**config.mk**
```make
export PLATFORM = sky130hd
export DESIGN_NAME = ram_stream_reader_flat
export DESIGN_NICKNAME = d
export VERILOG_FILES = /design/src/rtl/ram_stream_reader_if.sv /design/src/rtl/ram_stream_reader.sv /design/src/flat_wrapper.sv
export SDC_FILE = /design/constraint.sdc
export NUM_CORES = 1
export LEC_CHECK = 0
export ABC_AREA = 1
export CORE_MARGIN = 3
export CORE_UTILIZATION = 30
export CTS_CLUSTER_SIZE = 10
export DETAILED_ROUTE_END_ITERATION = 8
export GPL_TIMING_DRIVEN = 0
export MAX_ROUTING_LAYER = met4
export PLACE_DENSITY = 0.59
export SLEW_MARGIN = 10
export SYNTH_ARGS = -nofsm -noshare
export SYNTH_HDL_FRONTEND = slang
export SYNTH_SLANG_ARGS = --single-unit
```
**constraint.sdc**
```tcl
create_clock -name clk -period 7 [get_ports clk]
set_input_delay 1.75 -clock clk [delete_from_list [all_inputs] [get_ports clk]]
set_output_delay 1.75 -clock clk [all_outputs]
set_load 0.01 [all_outputs]
```
**src/rtl/ram_stream_reader_if.sv**
```systemverilog
// ram_stream_reader_if: command, RAM read and output stream signals of the RAM stream reader
// master: the reader (drives busy/done/r_addr/out_*); slave: the environment (drives start/base_addr/length/abort/r_data/out_ready)
interface ram_stream_reader_if #(
  parameter int WIDTH     = 64,
  parameter int ADDR_BITS = 11
);
  logic                 start;
  logic [ADDR_BITS-1:0] base_addr;
  logic [ADDR_BITS:0]   length;
  logic                 abort;
  logic                 busy;
  logic                 done;
  logic [ADDR_BITS-1:0] r_addr;
  logic [WIDTH-1:0]     r_data;
  logic                 out_valid;
  logic [WIDTH-1:0]     out_data;
  logic                 out_last;
  logic                 out_ready;
  modport master (
    input  start, base_addr, length, abort, r_data, out_ready,
    output busy, done, r_addr, out_valid, out_data, out_last
  );
  modport slave (
    output start, base_addr, length, abort, r_data, out_ready,
    input  busy, done, r_addr, out_valid, out_data, out_last
  );
endinterface

```
**src/rtl/ram_stream_reader.sv**
```systemverilog
// ram_stream_reader: sweeps a RAM address range and streams the words out in order over valid/ready
// ports: clk, rst (sync, active high); bus = ram_stream_reader_if.master (command, RAM read port, output stream)
module ram_stream_reader #(
  parameter int WIDTH      = 64,
  parameter int ADDR_BITS  = 11,
  parameter int FIFO_DEPTH = 4
) (
  input logic                clk,
  input logic                rst,
  ram_stream_reader_if.master bus
);
  localparam logic [0:0] IDLE = 1'b0;
  localparam logic [0:0] RUN  = 1'b1;
  localparam int PW = $clog2(FIFO_DEPTH);
  logic [0:0]            state;
  logic [ADDR_BITS-1:0]  issue_addr;
  logic [ADDR_BITS:0]    issue_left;
  logic [ADDR_BITS:0]    accept_left;
  logic                  pend1;
  logic                  pend2;
  logic                  last1;
  logic                  last2;
  logic [WIDTH-1:0]      fifo_data [FIFO_DEPTH];
  logic [FIFO_DEPTH-1:0] fifo_last;
  logic [PW-1:0]         wr_ptr;
  logic [PW-1:0]         rd_ptr;
  logic [PW:0]           count;
  logic [PW:0]           in_use;
  logic                  issue;
  logic                  push;
  logic                  pop;
  logic                  go;
  logic                  finish;
  logic                  kill;
  // in_use counts FIFO entries plus reads still in the RAM pipeline, so the FIFO can never overflow
  always_comb begin
    in_use = count + (PW+1)'(pend1) + (PW+1)'(pend2);
    issue  = state == RUN && issue_left != '0 && in_use < (PW+1)'(FIFO_DEPTH);
    push   = pend2;
    pop    = bus.out_valid && bus.out_ready;
    kill   = state == RUN && bus.abort;
    go     = state == IDLE && bus.start && !bus.abort;
    finish = state == RUN && pop && accept_left == (ADDR_BITS+1)'(1);
  end
  assign bus.busy      = state == RUN;
  assign bus.out_valid = count != '0;
  assign bus.out_data  = fifo_data[rd_ptr];
  assign bus.out_last  = fifo_last[rd_ptr];
  always_ff @(posedge clk) begin
    if (rst) begin
      state       <= IDLE;
      issue_addr  <= '0;
      issue_left  <= '0;
      accept_left <= '0;
      pend1       <= 1'b0;
      pend2       <= 1'b0;
      last1       <= 1'b0;
      last2       <= 1'b0;
      wr_ptr      <= '0;
      rd_ptr      <= '0;
      count       <= '0;
      fifo_last   <= '0;
      bus.r_addr  <= '0;
      bus.done    <= 1'b0;
      for (int i = 0; i < FIFO_DEPTH; i++) fifo_data[i] <= '0;
    end else if (kill) begin
      state    <= IDLE;
      pend1    <= 1'b0;
      pend2    <= 1'b0;
      last1    <= 1'b0;
      last2    <= 1'b0;
      wr_ptr   <= '0;
      rd_ptr   <= '0;
      count    <= '0;
      bus.done <= 1'b0;
    end else begin
      bus.done <= 1'b0;
      pend1    <= issue;
      pend2    <= pend1;
      // the last flag rides alongside the read so it lands on the final pushed entry
      last1    <= issue && issue_left == (ADDR_BITS+1)'(1);
      last2    <= last1;
      count    <= count + (PW+1)'(push) - (PW+1)'(pop);
      if (issue) begin
        bus.r_addr <= issue_addr;
        issue_addr <= issue_addr + 1'b1;
        issue_left <= issue_left - 1'b1;
      end
      if (push) begin
        fifo_data[wr_ptr] <= bus.r_data;
        fifo_last[wr_ptr] <= last2;
        wr_ptr            <= wr_ptr + 1'b1;
      end
      if (pop) begin
        rd_ptr      <= rd_ptr + 1'b1;
        accept_left <= accept_left - 1'b1;
      end
      if (go && bus.length != '0) begin
        state       <= RUN;
        issue_addr  <= bus.base_addr;
        issue_left  <= bus.length;
        accept_left <= bus.length;
      end
      if (go && bus.length == '0) bus.done <= 1'b1;
      if (finish) begin
        state    <= IDLE;
        bus.done <= 1'b1;
      end
    end
  end
endmodule
```
**src/flat_wrapper.sv**
```systemverilog
// flat-port wrapper written by rule: the top's interface ports become plain ports
module ram_stream_reader_flat 
#(
  parameter int WIDTH      = 64,
  parameter int ADDR_BITS  = 11,
  parameter int FIFO_DEPTH = 4
)
  (clk, rst, bus_start, bus_base_addr, bus_length, bus_abort, bus_r_data, bus_out_ready, bus_busy, bus_done, bus_r_addr, bus_out_valid, bus_out_data, bus_out_last);
  ram_stream_reader_if #(.WIDTH(WIDTH), .ADDR_BITS(ADDR_BITS)) bus_i ();
  input logic clk;
  input logic rst;
  input wire logic [$bits(bus_i.start)-1:0] bus_start;
  input wire logic [$bits(bus_i.base_addr)-1:0] bus_base_addr;
  input wire logic [$bits(bus_i.length)-1:0] bus_length;
  input wire logic [$bits(bus_i.abort)-1:0] bus_abort;
  input wire logic [$bits(bus_i.r_data)-1:0] bus_r_data;
  input wire logic [$bits(bus_i.out_ready)-1:0] bus_out_ready;
  output wire logic [$bits(bus_i.busy)-1:0] bus_busy;
  output wire logic [$bits(bus_i.done)-1:0] bus_done;
  output wire logic [$bits(bus_i.r_addr)-1:0] bus_r_addr;
  output wire logic [$bits(bus_i.out_valid)-1:0] bus_out_valid;
  output wire logic [$bits(bus_i.out_data)-1:0] bus_out_data;
  output wire logic [$bits(bus_i.out_last)-1:0] bus_out_last;
  assign bus_i.start = bus_start;
  assign bus_i.base_addr = bus_base_addr;
  assign bus_i.length = bus_length;
  assign bus_i.abort = bus_abort;
  assign bus_i.r_data = bus_r_data;
  assign bus_i.out_ready = bus_out_ready;
  assign bus_busy = bus_i.busy;
  assign bus_done = bus_i.done;
  assign bus_r_addr = bus_i.r_addr;
  assign bus_out_valid = bus_i.out_valid;
  assign bus_out_data = bus_i.out_data;
  assign bus_out_last = bus_i.out_last;
  ram_stream_reader #(.WIDTH(WIDTH), .ADDR_BITS(ADDR_BITS), .FIFO_DEPTH(FIFO_DEPTH)) u_core (.clk(clk), .rst(rst), .bus(bus_i));
endmodule
```
==> results.sh <==
export IMPL_drtIter0Drc=881
export IMPL_seqCellArea_mm2=0.008989
export IMPL_grt_pass1_vias=11580
export IMPL_min_path_type="register to register"
export IMPL_hold_violations=0
export IMPL_min_period_ns=5.051
export IMPL_grt_start_max_net_pins=44
export IMPL_cts_resized=0
export IMPL_setup_viol=0
export IMPL_cts_tree="yes"
export IMPL_numClockSinks=321
export IMPL_multi_input_area_mm2=0.004720
export IMPL_finalNonFillerCells=2441
export IMPL_critPathMaxStageDelay_ns=0.60
export IMPL_grt_busiest_layer="met2"
export IMPL_portBuffers=170
export IMPL_rsz0062_at_grt="false"
export IMPL_crit_top_cell="clkbuf_1"
export IMPL_synth_seq_cells=321
export IMPL_vias_per_cell=4.810
export IMPL_numCtsBuffers=40
export IMPL_required_ns=5.25
export IMPL_clockRootBuffer="clkbuf_16"
export IMPL_cts_htree_levels=2
export IMPL_syn_avg_cell_area_um2=9.205
export IMPL_power_density_mw_per_mm2=303.8
export IMPL_fmax_mhz=198.0
export IMPL_worst_slew_pin_slew_ns=0.7696
export IMPL_drcViolationCount=0
export IMPL_outcome="complete, no violations"
export IMPL_synth_edf_count=256
export IMPL_core_mm2=0.04795
export IMPL_area_growth_syn_to_layout_pct=25.62
export IMPL_hold_path_startpoint="u_core.last1"
export IMPL_yosysUniqueCellTypes=34
export IMPL_grt_pass1_wl_um=65490
export IMPL_vias=11740
export IMPL_period_share_pct=72.16
export IMPL_layout_setup_ws_ns=1.949
export IMPL_setup_tns_ns=0
export IMPL_grtUsageMet1_pct=20.64
export IMPL_gp_congestion=0.8547
export IMPL_dp_cells=2379
export IMPL_nNetsFinal=1912
export IMPL_use_met2_pct=29.10
export IMPL_syn_area_mm2=0.01464
export IMPL_antenna_found_initial=2
export IMPL_critPathMaxFanout=10
export IMPL_critPathKind="register to output pin"
export IMPL_crit_path_top_delay_cell="clkdlybuf4s50_1"
export IMPL_final_util_pct=38.35
export IMPL_grt_usage_pct=17.12
export IMPL_post_cts_buffers=0
export IMPL_crit_arrival_ns=3.30
export IMPL_dp_slack_ns=2.322
export IMPL_ys_seq_area_share_pct=61.41
export IMPL_synthFlopType="edfxtp_1"
export IMPL_rrSetupSlack_ns=4.28
export IMPL_io_pins=171
export IMPL_die_area_mm2=0.05147
export IMPL_hpwlAfterDp_um=28700
export IMPL_clk_insertion_delay_late_ns=0.56
export IMPL_grt_use_met3_pct=3.664
export IMPL_yosys_warnings=0
export IMPL_die_y_um=226.9
export IMPL_path_cells="buf_2 > clkbuf_1 > clkbuf_1 > nor2_1 > o22ai_1 > clkdlybuf4s50_1"
export IMPL_detail_route_antenna_nets=0
export IMPL_final_cell_mix="nor2_1, edfxtp_1, nand2_1, clkdlybuf4s50_1, o21ai_0"
export IMPL_grt_overflow=0
export IMPL_worstReg2RegStart="u_core.bus.busy"
export IMPL_startpoint_type="register"
export IMPL_synthArstFlopShare_pct=0
export IMPL_cts_buffer_depth=3
export IMPL_fillCellCount=4803
export IMPL_syn_inst=1590
export IMPL_drive_above_1_share_pct=6.140
export IMPL_slew_viol_final=0
export IMPL_synth_fp_nets=1696
export IMPL_num_rows=80
export IMPL_finClkSkew_ns=0.02731
export IMPL_dr_pass1_iters=5
export IMPL_slew_headroom_pct=48.69
export IMPL_ir_drop_mv=0.1626
export IMPL_p_leak_nw=7.424
export IMPL_ctsHoldBuffers=0
export IMPL_die_x_um=226.9
export IMPL_end_kind="output pin"
export IMPL_power_mw=5.586
export IMPL_start_util_pct=30.53
export IMPL_cap_violations=0
export IMPL_wire_per_inst_um=17.72
export IMPL_layout_cells_most_common="nor2_1"
export IMPL_totalWireLength_um=43250
export IMPL_cts_clk_slew_worst_paths_ns=0.05
synth_stat cells (all sizes together) (4+ instances only):
library cell	number	area share, %
nand3	57	1.9
nand3b	5	0.26
o21ai	162	5.5
inv	126	3.2
ha	13	1.1
xnor2	4	0.24
edfxtp	256	53
a21oi	19	0.65
clkbuf	45	1.2
nor2	527	14
buf	43	2.0
o22ai	65	2.8
xor2	7	0.42
nand2	180	4.7
dfxtp	65	8.9
through the flow:
stage | hold WS (ns) | area, um^2
finish | 0.4104 | 18390
global route | 0.4516 | 18390
CTS | 0.4115 | 18380
detailed placement | 0.4037 | 17230
global placement | 0.4083 | 17110
floorplan | 0.3936 | 14640
layer usage:
metal / up-vias / routed length, um
li1: 5696 / -
met2: 375 / 21190
met1: 5606 / 18060
met3: 64 / 3043
met5: - / 0
met4: 0 / 954
worst paths after layout:
| path | endpoint | cells past startpoint |
|---|---|---|
| setup / recovery | bus_out_data[59] | 6 |
| hold / removal | u_core.last2 | 2 |
| setup reg to reg | u_core.fifo_data[1][28] | 10 |
| hold reg to reg | u_core.last2 | 2 |
worst max-delay path, delay by kind of cell, from the launching register on:
| family | cells | cell delay [ns] |
|---|---|---|
| buffers and inverters | 4 | 1.99 |
| flip-flops | 1 | 0.36 |
| AO/OA/AOI/OAI | 1 | 0.29 |
| AND/OR/NAND/NOR | 1 | 0.10 |
where the power goes:
group / switching, mW / leakage [nW] / internal [mW]
Clock: 0.786 / 0.558 / 1.07
Combinational: 0.889 / 3.69 / 0.606
Sequential: 0.0663 / 3.18 / 2.16
Total: 1.74 / 7.42 / 3.84
area by class of cell:
| type | count | share of cell area, % |
|---|---|---|
| clock buffers | 51 | 5.839 |
| inverters | 128 | 2.640 |
| flip-flops and latches | 321 | 48.89 |
| well taps | 615 | 4.185 |
| clock inverters | 9 | 0.4355 |
| plain buffers | 88 | 2.545 |
| diodes | 2 | 0.02722 |
| multi-input cells | 1053 | 25.67 |
| repair buffers | 174 | 9.772 |
flip-flops by register name (all words and copies together), names as in the netlist, 3 cells and up, named ones only:
name and count:
u_core.issue_addr 11, u_core.issue_left 12, u_core.count 3, u_core.accept_left 12
u_core.bus.r_addr 11, u_core.fifo_last 4, u_core.fifo_data 256
cells by family after synthesis:
logic type      share of synthesized area, %
buf+inv                                6.497
xor+xnor                              0.6582
fa+ha+maj                              1.248
flops                                  61.41
simple gates                           21.07
compound gates                         9.113
(Power assumes the default switching activity.)
